### config.mk
export PLATFORM = sky130hd
export DESIGN_NAME = scan_tri_gen_flat
export DESIGN_NICKNAME = d
export VERILOG_FILES = /design/src/rtl/scan_tri_gen_if.sv /design/src/rtl/scan_tri_gen.sv /design/src/flat_wrapper.sv
export SDC_FILE = /design/constraint.sdc
export NUM_CORES = 1
export LEC_CHECK = 0
export ABC_AREA = 1
export CAP_MARGIN = 40
export CELL_PAD_IN_SITES_DETAIL_PLACEMENT = 1
export CELL_PAD_IN_SITES_GLOBAL_PLACEMENT = 2
export CORE_ASPECT_RATIO = 0.7
export CORE_MARGIN = 1.5
export CORE_UTILIZATION = 30
export CTS_BUF_LIST = sky130_fd_sc_hd__clkbuf_4 sky130_fd_sc_hd__clkbuf_8
export DETAILED_ROUTE_END_ITERATION = 12
export PLACE_DENSITY_LB_ADDON = 0.1
export SLEW_MARGIN = 10
export SYNTH_ARGS = -nofsm -noshare
export SYNTH_HDL_FRONTEND = slang
export SYNTH_SLANG_ARGS = --single-unit
### constraint.sdc
create_clock -name clk -period 5.3 [get_ports clk]
set_input_delay 1.06 -clock clk [delete_from_list [all_inputs] [get_ports clk]]
set_output_delay 1.06 -clock clk [all_outputs]
set_load 0.03 [all_outputs]
### src/rtl/scan_tri_gen_if.sv
// Bundle between the relock controller (master) and the triangular scan generator (slave).
// Window limits, operating point and scan value are signed; step and div are unsigned.
interface scan_tri_gen_if #(
  parameter int R  = 14,
  parameter int DW = 16
);
  logic                run_scan;
  logic                track_A;
  logic signed [R-1:0] scan_A;
  logic signed [R-1:0] low_lim;
  logic signed [R-1:0] hig_lim;
  logic        [R-2:0] step;
  logic       [DW-1:0] div;
  logic signed [R-1:0] scan_out;
  logic                scan_trigger;
  logic                dir_up;

  modport master (
    output run_scan, track_A, scan_A, low_lim, hig_lim, step, div,
    input  scan_out, scan_trigger, dir_up
  );

  modport slave (
    input  run_scan, track_A, scan_A, low_lim, hig_lim, step, div,
    output scan_out, scan_trigger, dir_up
  );
endinterface

### src/rtl/scan_tri_gen.sv
// Triangular scan generator: ramps scan_out between low_lim and hig_lim at a divided step rate,
// pulsing scan_trigger once per period at the bottom turn.
module scan_tri_gen #(
  parameter int R  = 14,
  parameter int DW = 16
) (
  input  logic          clk,
  input  logic          rst,
  scan_tri_gen_if.slave bus
);
  typedef enum logic [1:0] {S_IDLE, S_UP, S_DOWN} state_t;

  state_t              r_state;
  logic signed [R-1:0] r_scan_out;
  logic                r_trigger;
  logic                r_dir_up;
  logic       [DW-1:0] r_div_cnt;

  logic signed [R:0]   w_out_ext;
  logic signed [R:0]   w_step_ext;
  logic signed [R:0]   w_lo_ext;
  logic signed [R:0]   w_hi_ext;
  logic signed [R:0]   w_sum;
  logic signed [R:0]   w_diff;
  logic                w_tick;
  logic                w_degen;
  logic                w_step_nz;

  // One extra bit of headroom so a full-scale step can never wrap before the limit compare.
  assign w_out_ext  = {r_scan_out[R-1], r_scan_out};
  assign w_step_ext = {2'b00, bus.step};
  assign w_lo_ext   = {bus.low_lim[R-1], bus.low_lim};
  assign w_hi_ext   = {bus.hig_lim[R-1], bus.hig_lim};
  assign w_sum      = w_out_ext + w_step_ext;
  assign w_diff     = w_out_ext - w_step_ext;
  assign w_tick     = (r_div_cnt == bus.div);
  assign w_degen    = (bus.low_lim >= bus.hig_lim);
  assign w_step_nz  = (bus.step != '0);

  always_ff @(posedge clk) begin
    if (!rst) begin
      r_state    <= S_IDLE;
      r_scan_out <= '0;
      r_trigger  <= 1'b0;
      r_dir_up   <= 1'b1;
      r_div_cnt  <= '0;
    end else begin
      case (r_state)
        S_IDLE: begin
          r_trigger <= 1'b0;
          r_div_cnt <= '0;
          if (bus.run_scan) begin
            r_state  <= S_UP;
            r_dir_up <= 1'b1;
          end else if (bus.track_A) begin
            r_scan_out <= bus.scan_A;
          end
        end
        S_UP, S_DOWN: begin
          r_trigger <= 1'b0;
          if (!bus.run_scan) begin
            // Value is held on the exit cycle; a trigger due this cycle is dropped.
            r_state   <= S_IDLE;
            r_div_cnt <= '0;
          end else begin
            r_div_cnt <= w_tick ? '0 : r_div_cnt + DW'(1);
            if (w_degen) begin
              r_scan_out <= bus.low_lim;
              r_state    <= S_UP;
              r_dir_up   <= 1'b1;
              r_trigger  <= w_tick;
            end else if (r_scan_out > bus.hig_lim) begin
              r_scan_out <= bus.hig_lim;
              r_state    <= S_DOWN;
              r_dir_up   <= 1'b0;
            end else if (r_scan_out < bus.low_lim) begin
              r_scan_out <= bus.low_lim;
              r_state    <= S_UP;
              r_dir_up   <= 1'b1;
              r_trigger  <= 1'b1;
            end else if (w_tick && w_step_nz) begin
              // Zero step never reaches the turn logic, so a stalled ramp cannot fire triggers.
              if (r_state == S_UP) begin
                if (w_sum >= w_hi_ext) begin
                  r_scan_out <= bus.hig_lim;
                  r_state    <= S_DOWN;
                  r_dir_up   <= 1'b0;
                end else begin
                  r_scan_out <= w_sum[R-1:0];
                end
              end else begin
                if (w_diff <= w_lo_ext) begin
                  r_scan_out <= bus.low_lim;
                  r_state    <= S_UP;
                  r_dir_up   <= 1'b1;
                  r_trigger  <= 1'b1;
                end else begin
                  r_scan_out <= w_diff[R-1:0];
                end
              end
            end
          end
        end
        default: r_state <= S_IDLE;
      endcase
    end
  end

  assign bus.scan_out     = r_scan_out;
  assign bus.scan_trigger = r_trigger;
  assign bus.dir_up       = r_dir_up;
endmodule

### src/flat_wrapper.sv
// flat-port wrapper written by rule: the top's interface ports become plain ports
module scan_tri_gen_flat 
#(
  parameter int R  = 14,
  parameter int DW = 16
)
  (clk, rst, bus_run_scan, bus_track_A, bus_scan_A, bus_low_lim, bus_hig_lim, bus_step, bus_div, bus_scan_out, bus_scan_trigger, bus_dir_up);
  scan_tri_gen_if #(.R(R), .DW(DW)) bus_i ();
  input  logic clk;
  input  logic rst;
  input wire logic [$bits(bus_i.run_scan)-1:0] bus_run_scan;
  input wire logic [$bits(bus_i.track_A)-1:0] bus_track_A;
  input wire logic [$bits(bus_i.scan_A)-1:0] bus_scan_A;
  input wire logic [$bits(bus_i.low_lim)-1:0] bus_low_lim;
  input wire logic [$bits(bus_i.hig_lim)-1:0] bus_hig_lim;
  input wire logic [$bits(bus_i.step)-1:0] bus_step;
  input wire logic [$bits(bus_i.div)-1:0] bus_div;
  output wire logic [$bits(bus_i.scan_out)-1:0] bus_scan_out;
  output wire logic [$bits(bus_i.scan_trigger)-1:0] bus_scan_trigger;
  output wire logic [$bits(bus_i.dir_up)-1:0] bus_dir_up;
  assign bus_i.run_scan = bus_run_scan;
  assign bus_i.track_A = bus_track_A;
  assign bus_i.scan_A = bus_scan_A;
  assign bus_i.low_lim = bus_low_lim;
  assign bus_i.hig_lim = bus_hig_lim;
  assign bus_i.step = bus_step;
  assign bus_i.div = bus_div;
  assign bus_scan_out = bus_i.scan_out;
  assign bus_scan_trigger = bus_i.scan_trigger;
  assign bus_dir_up = bus_i.dir_up;
  scan_tri_gen #(.R(R), .DW(DW)) u_core (.clk(clk), .rst(rst), .bus(bus_i));
endmodule
=== Word-level counts from Yosys, hierarchy flattened ===
Index checks and enable logic that the tools add are counted.

* Add/sub/neg operators: 3
* $mul: 0
* Divide/modulo/power cells: 0
* Magnitude comparators: 5
* Eq/ne operators: 13
* Shift operators: 0
* Muxes and demuxes: 42
* Bitwise operators: 0
* Reductions and logical operators: 8

{| class="wikitable"
|+ Operators with widths
! cell !! count
|-
| 14-bit 2-to-1 mux || 10
|-
| 16-bit 2-to-1 mux || 2
|-
| 16-bit case mux with 2 select lines || 1
|-
| 14-bit case mux with 2 select lines || 1
|-
| 2-bit 2-to-1 mux || 9
|-
| 16-bit by 1-bit adder with 16-bit output (second input constant) || 1
|-
| 16-bit == test || 1
|-
| 1-bit 2-to-1 mux || 16
|-
| 14-bit by 14-bit adder with 15-bit output || 1
|-
| 15-bit by 14-bit >= comparator with 1-bit output || 1
|-
| 15-bit by 14-bit <= comparator with 1-bit output || 1
|-
| 14-bit by 14-bit subtractor with 15-bit output || 1
|-
| 14-bit >= comparator || 1
|-
| 14-bit > comparator || 1
|-
| 14-bit less-than comparator || 1
|-
| 13-bit nonzero test || 1
|-
| 2-bit != test (second input constant) || 4
|-
| 7-bit by 2-bit != test with 1-bit output (second input constant) || 1
|-
| 7-bit by 4-bit != test with 1-bit output (second input constant) || 1
|-
| 6-bit by 1-bit != test with 1-bit output (second input constant) || 1
|-
| 6-bit by 2-bit != test with 1-bit output (second input constant) || 1
|-
| 6-bit by 3-bit != test with 1-bit output (second input constant) || 1
|-
| 6-bit AND reduction || 1
|-
| 5-bit by 1-bit != test with 1-bit output (second input constant) || 1
|-
| other kinds (10) || 11
|}

* Register bits: 34
* Bits in latches: 0
* RAM bits: 0
* Memory bits (read-only): 0
* Input bits: 75
* Output and inout port bits: 16
* Word-level logic and storage cells: 76
* Memories kept: 0

=== Logic depth before layout (Yosys ltp) ===
* Word-level depth: 10
* Mapped depth: 32
* Mapped depth without buffers: 30

=== Worst setup path after synthesis ===
OpenSTA, ideal clock, no wires.

* Path kind: input -> register
* Start point: input port bus_step[0]
* End point: register u_core.r_scan_out[4], in the netlist u_core.bus.scan_out[4]
* Arrival time: 3.898 ns
* Required time: 5.162 ns
* Setup slack: 1.264 ns
* Cell stages on the path: 27
* Path through: ha_1 -> fa_1 -> inv_1 -> nand3_1 -> nand2_1 -> nand4_1 -> nand3_1 -> nand2_1 -> inv_1 -> o21ai_0 -> ha_1 -> nand2_1 -> nor2_1 -> nand2_1 -> nor2_1 -> nand2_1 -> nand3_1 -> nand3_1 -> nand2_1 -> nand2_2 -> buf_4 -> a21oi_1 -> nand2_1 -> nand2_1 -> nand2_1 -> nand2_1 -> a21oi_1

* Longest elaborated chain between the ends: 10
* Elaborated cells between the ends (all ways): 17
* Classes of those cells: add/sub (2); order compare (2); eq/ne (1); mux (9); reduce/logical (3)

{| class="wikitable"
|+ RTL lines
! element !! line !! source
|-
| start, declared || flat_wrapper.sv:16 || <nowiki>input wire logic [$bits(bus_i.step)-1:0] bus_step;</nowiki>
|-
| 14-bit by 14-bit subtractor with 15-bit output / 14-bit by 14-bit adder with 15-bit output (equally long branches) || scan_tri_gen.sv:35, scan_tri_gen.sv:34 ||
|-
| 15-bit by 14-bit <= comparator with 1-bit output / 15-bit by 14-bit >= comparator with 1-bit output (equally long branches) || scan_tri_gen.sv:92, scan_tri_gen.sv:84 ||
|-
| 14-bit 2-to-1 mux (on tied branches) || scan_tri_gen.sv:92, scan_tri_gen.sv:84 ||
|-
| 14-bit 2-to-1 mux || scan_tri_gen.sv:83 || <nowiki>if (r_state == S_UP) begin</nowiki>
|-
| 14-bit 2-to-1 mux || scan_tri_gen.sv:81 || <nowiki>end else if (w_tick && w_step_nz) begin</nowiki>
|-
| 14-bit 2-to-1 mux || scan_tri_gen.sv:76 || <nowiki>end else if (r_scan_out < bus.low_lim) begin</nowiki>
|-
| 14-bit 2-to-1 mux || scan_tri_gen.sv:72 || <nowiki>end else if (r_scan_out > bus.hig_lim) begin</nowiki>
|-
| 14-bit 2-to-1 mux || scan_tri_gen.sv:67 || <nowiki>if (w_degen) begin</nowiki>
|-
| 14-bit 2-to-1 mux || scan_tri_gen.sv:61 || <nowiki>if (!bus.run_scan) begin</nowiki>
|-
| 14-bit case mux with 2 select lines || scan_tri_gen.sv:48 || <nowiki>case (r_state)</nowiki>
|-
| end signal, assigned || scan_tri_gen.sv:68 || <nowiki>r_scan_out <= bus.low_lim;</nowiki>
|-
| end signal, assigned || scan_tri_gen.sv:73 || <nowiki>r_scan_out <= bus.hig_lim;</nowiki>
|-
| end signal, assigned || scan_tri_gen.sv:77 || <nowiki>r_scan_out <= bus.low_lim;</nowiki>
|-
| end, declared || scan_tri_gen.sv:14 || <nowiki>logic signed [R-1:0] r_scan_out;</nowiki>
|}

Parallel ways exist; a longest one is shown, timed or not. The select of a mux whose other input is x is not followed.
A chain may end at the register's enable or synchronous reset.

=== Worst setup path after layout ===
* Start point: input port bus_step[0]
* End point: register u_core.r_state[0]

* Longest elaborated chain between the ends: 4
* Elaborated cells between the ends (all ways): 10
* Classes of those cells: add/sub (2); order compare (2); eq/ne (3); reduce/logical (3)

{| class="wikitable"
|+ RTL lines
! element !! line !! source
|-
| 14-bit by 14-bit adder with 15-bit output, or another cell as far along || scan_tri_gen.sv:34 || <nowiki>assign w_sum = w_out_ext + w_step_ext;</nowiki>
|-
| 15-bit by 14-bit >= comparator with 1-bit output, or another cell as far along || scan_tri_gen.sv:84 || <nowiki>if (w_sum >= w_hi_ext) begin</nowiki>
|-
| 7-bit by 4-bit != test with 1-bit output (no line), or another cell as far along || n/a ||
|-
| 4-bit AND reduction (no line) (*) || n/a ||
|-
| end signal, assigned || scan_tri_gen.sv:42 || <nowiki>r_state <= S_IDLE;</nowiki>
|-
| end signal, assigned || scan_tri_gen.sv:86 || <nowiki>r_state <= S_DOWN;</nowiki>
|-
| end signal, assigned || scan_tri_gen.sv:94 || <nowiki>r_state <= S_UP;</nowiki>
|-
| end, declared || scan_tri_gen.sv:13 || <nowiki>state_t r_state;</nowiki>
|}

Mark *: on every way between the ends. The rest lies on a longest branch, timed or not.

==> metrics.csv <==
metric,value,unit
outcome,"finished, final reports clean",
synthDistinctLibCells,47,
finalHoldViolCount,0,
initial_core_util,30.65,%
cp.arrival,5220,ps
synth_edf_count,0,
finalCritPeriodShare,94.56,%
hold_depth,2,
hpwl,20830,µm
grt_max_degree,29,
place_congestion,0.9147,
core_area,0.01985,mm²
cts_buffers,5,
grt_pass1_wl,38130,µm
ant_nets,0,
async_flop_share,0,%
port_buffers,90,
setup.worst_path.class,in2reg,
grtUsageTotal,23.47,%
pre_cts_slack,-80.65,ps
fp-row-count,43,
endpoint_kind,flip-flop,
synth_area,0.006085,mm²
crit_fanout,9,
multi_input_area,0.004710,mm²
diodes,0,
max-cap-violations,0,
die_w,173.2,µm
slew_headroom,43.56,%
gr-total-overflow,0,
clock_sinks,34,
startpoint_type,input port,
post-synth-top-area-cell,ha_1,
regArea,680.7,µm²
min_period,5012,ps
yosysMostFrequentCell,nand2_1,
synthTopCellsByArea,"ha_1 (21%), nand2_1 (19%), dfxtp_1 (11%)",
post_drt_wl_per_cell,17.55,µm
die_y,122.2,µm
syn_inst,1021,
timing.final.max_slew_violations,0,
fill_cells,2637,
syn-num-nets,1199,
reg2reg_slack,900,ps
die-area,0.02116,mm²
drc,0,
grt_antenna_before_repair,1,
ys_warn_count,0,
required,5510,ps
vdd_drop_max,0.08085,mV
vias,6772,
finalSetupViolCount,0,
p_leak,3.868,nW
clockBufferDepth,2,
vias_per_cell,4.879,
max_slew.worst_pin.slew,846.6,ps
final.setup.worst_slack,288.1,ps
cts_tree,yes,
io_pins,91,
syn2layout_area_growth,23.46,%
htreeDepth,2,
drt_iter0_markers,406,
drive_above_1_share,5.993,%
hold_path.class,reg2reg,
min-delay-start,u_core.r_div_cnt[15],
avgSynthCellArea,5.959,µm²
routed_wl,24360,µm
grt_pass1_vias,6651,
yosys-top-cells-count,"nand2_1 (304), inv_1 (144), a21oi_1 (109), ha_1 (101), nor2_1 (85)",
timing.fmax,199.5,MHz
worst-r2r-cell-count,27,
synth.ff_latch_count,34,
drt_pass1_iterations,4,
nets,1295,
p_per_area,292.5,mW/mm²
clock_latency,320,ps
r2r_start,u_core.bus.scan_out[0],
clk_pin_slew,80,ps
cts_root_buf,clkbuf_8,
rsz0062_at_grt,false,
clock-skew-final,8.807,ps
ys_seq_area_share,11.19,%
synth_top_area_share,20.77,%
setup_tns,0,ps
yosys_most_used_dff,dfxtp_1,
reg2reg_to,u_core.bus.scan_out[5],
hold_end,u_core.r_div_cnt[15],
-- worst max-delay path by stage --
stage,from,slack [ps],cells after the start,to
4_1_cts,bus_step[0],260,26,u_core.r_state[0]
3_3_place_gp,bus_step[0],40,26,u_core.r_state[0]
6_report,bus_step[0],290,25,u_core.r_state[0]
5_1_grt,bus_step[0],4,27,u_core.bus.scan_out[4]
2_1_floorplan,bus_step[0],1260,27,u_core.bus.scan_out[4]
3_5_place_dp,bus_step[0],-80,26,u_core.r_state[0]
-- state kept, by name, summed over array words and instances, names as in the netlist --
signal / cells
u_core.r_state: 2
u_core.bus.dir_up: 1
u_core.bus.scan_out: 14
u_core.r_div_cnt: 16
u_core.bus.scan_trigger: 1
-- through the flow --
stage | area, µm² | std cells | utilization [%] | power (W) | hold slack (ps)
floorplan | 6085 | 1021 | - | 0.001376 | 445.5
CTS | 7488 | 1386 | 37.72 | 0.002194 | 480.7
global placement | 7380 | 1378 | 37.17 | 0.001909 | 466.3
detailed placement | 7380 | 1378 | 37.17 | 0.001926 | 457.7
finish | 7512 | 1388 | 37.84 | 0.002197 | 476.8
global route | 7512 | 1388 | 37.84 | 0.002427 | 502.1
-- layer usage --
metal / vias to the layer above / global-route usage, % / share of wire (%)
li1: 3498 / - / -
met1: 3137 / 37.85 / 58
met2: 122 / 32.13 / 37
met3: 13 / 3.808 / 4.5
met4: 2 / 2.989 / 0.57
met5: - / 0 / 0.037
-- cell type report --
cell class                      instances  area share [%]
Timing Repair Buffer                  117           14.86
Clock buffer                            5          0.9161
Inverter                              149           7.445
Sequential cell                        34           9.061
Multi-Input combinational cell        810           62.69
Tap cell                              270           4.497
Clock inverter                          3          0.5330
-- report_power, final --
| part | switching, W | leakage, nW | internal [W] |
|---|---|---|---|
| clock | 0.000119 | 0.0579 | 0.000139 |
| combinational | 0.00104 | 3.53 | 0.000578 |
| sequential | 0.0000466 | 0.277 | 0.000280 |
-- cells by family (layout without fill, tap and decap cells) --
kind of cell / Yosys count / after routing / share of synthesized area [%]
simple gates: 520 / 520 / 37.53
buf+inv: 177 / 274 / 11.56
compound gates: 155 / 155 / 13.70
fa+ha+maj: 103 / 103 / 21.43
flops: 34 / 34 / 11.19
xor+xnor: 32 / 32 / 4.606
-- what timing repair did --
action | 4_1_cts | 5_1_grt
endpoints found under the setup margin | 0 | 13
buffers inserted | 0 | 2
hold buffers | 0 | 0
resized for setup | 0 | 3
-- cell usage in the layout (no fill, tap or decap), drive strengths merged --
cell and instances:
o31ai 1, inv 147, nand3b 2, nand4 26, xnor2 5, nor3b 3
o22ai 1, nor2 93, o211ai 1, nor3 12, and3 1, xor2 27
a211oi 5, a31o 1, clkdlybuf4s50 90, or2 2, nor4 5, nand3 65
ha 101, o21ai 24, a31oi 3, a21o 1, nand2 309, a21boi 2
fa 2, clkinv 4, o21a 2, bufinv 1, and2 2, a21oi 114
dfxtp 34, clkbuf 5, buf 27
-- worst max-delay path: stages --
cell and delay, ps:
clkdlybuf4s50_1 540, ha_1 200, inv_1 50, fa_1 400
nand3b_1 170, nand2_1 170, nand2_1 100, nand2_1 130
nand3_1 100, nand2_1 100, a211oi_1 90, ha_1 340
buf_4 140, a21oi_1 150, nand2_1 100, a21oi_2 200
nand3_2 150, nand3_4 180, nand2_1 100, nand2_1 150
nand3_1 120, nand4_1 140, nand2_1 110, nor3_1 150
nor2_1 60
No activity file was read; power rests on OpenSTA's default activity.
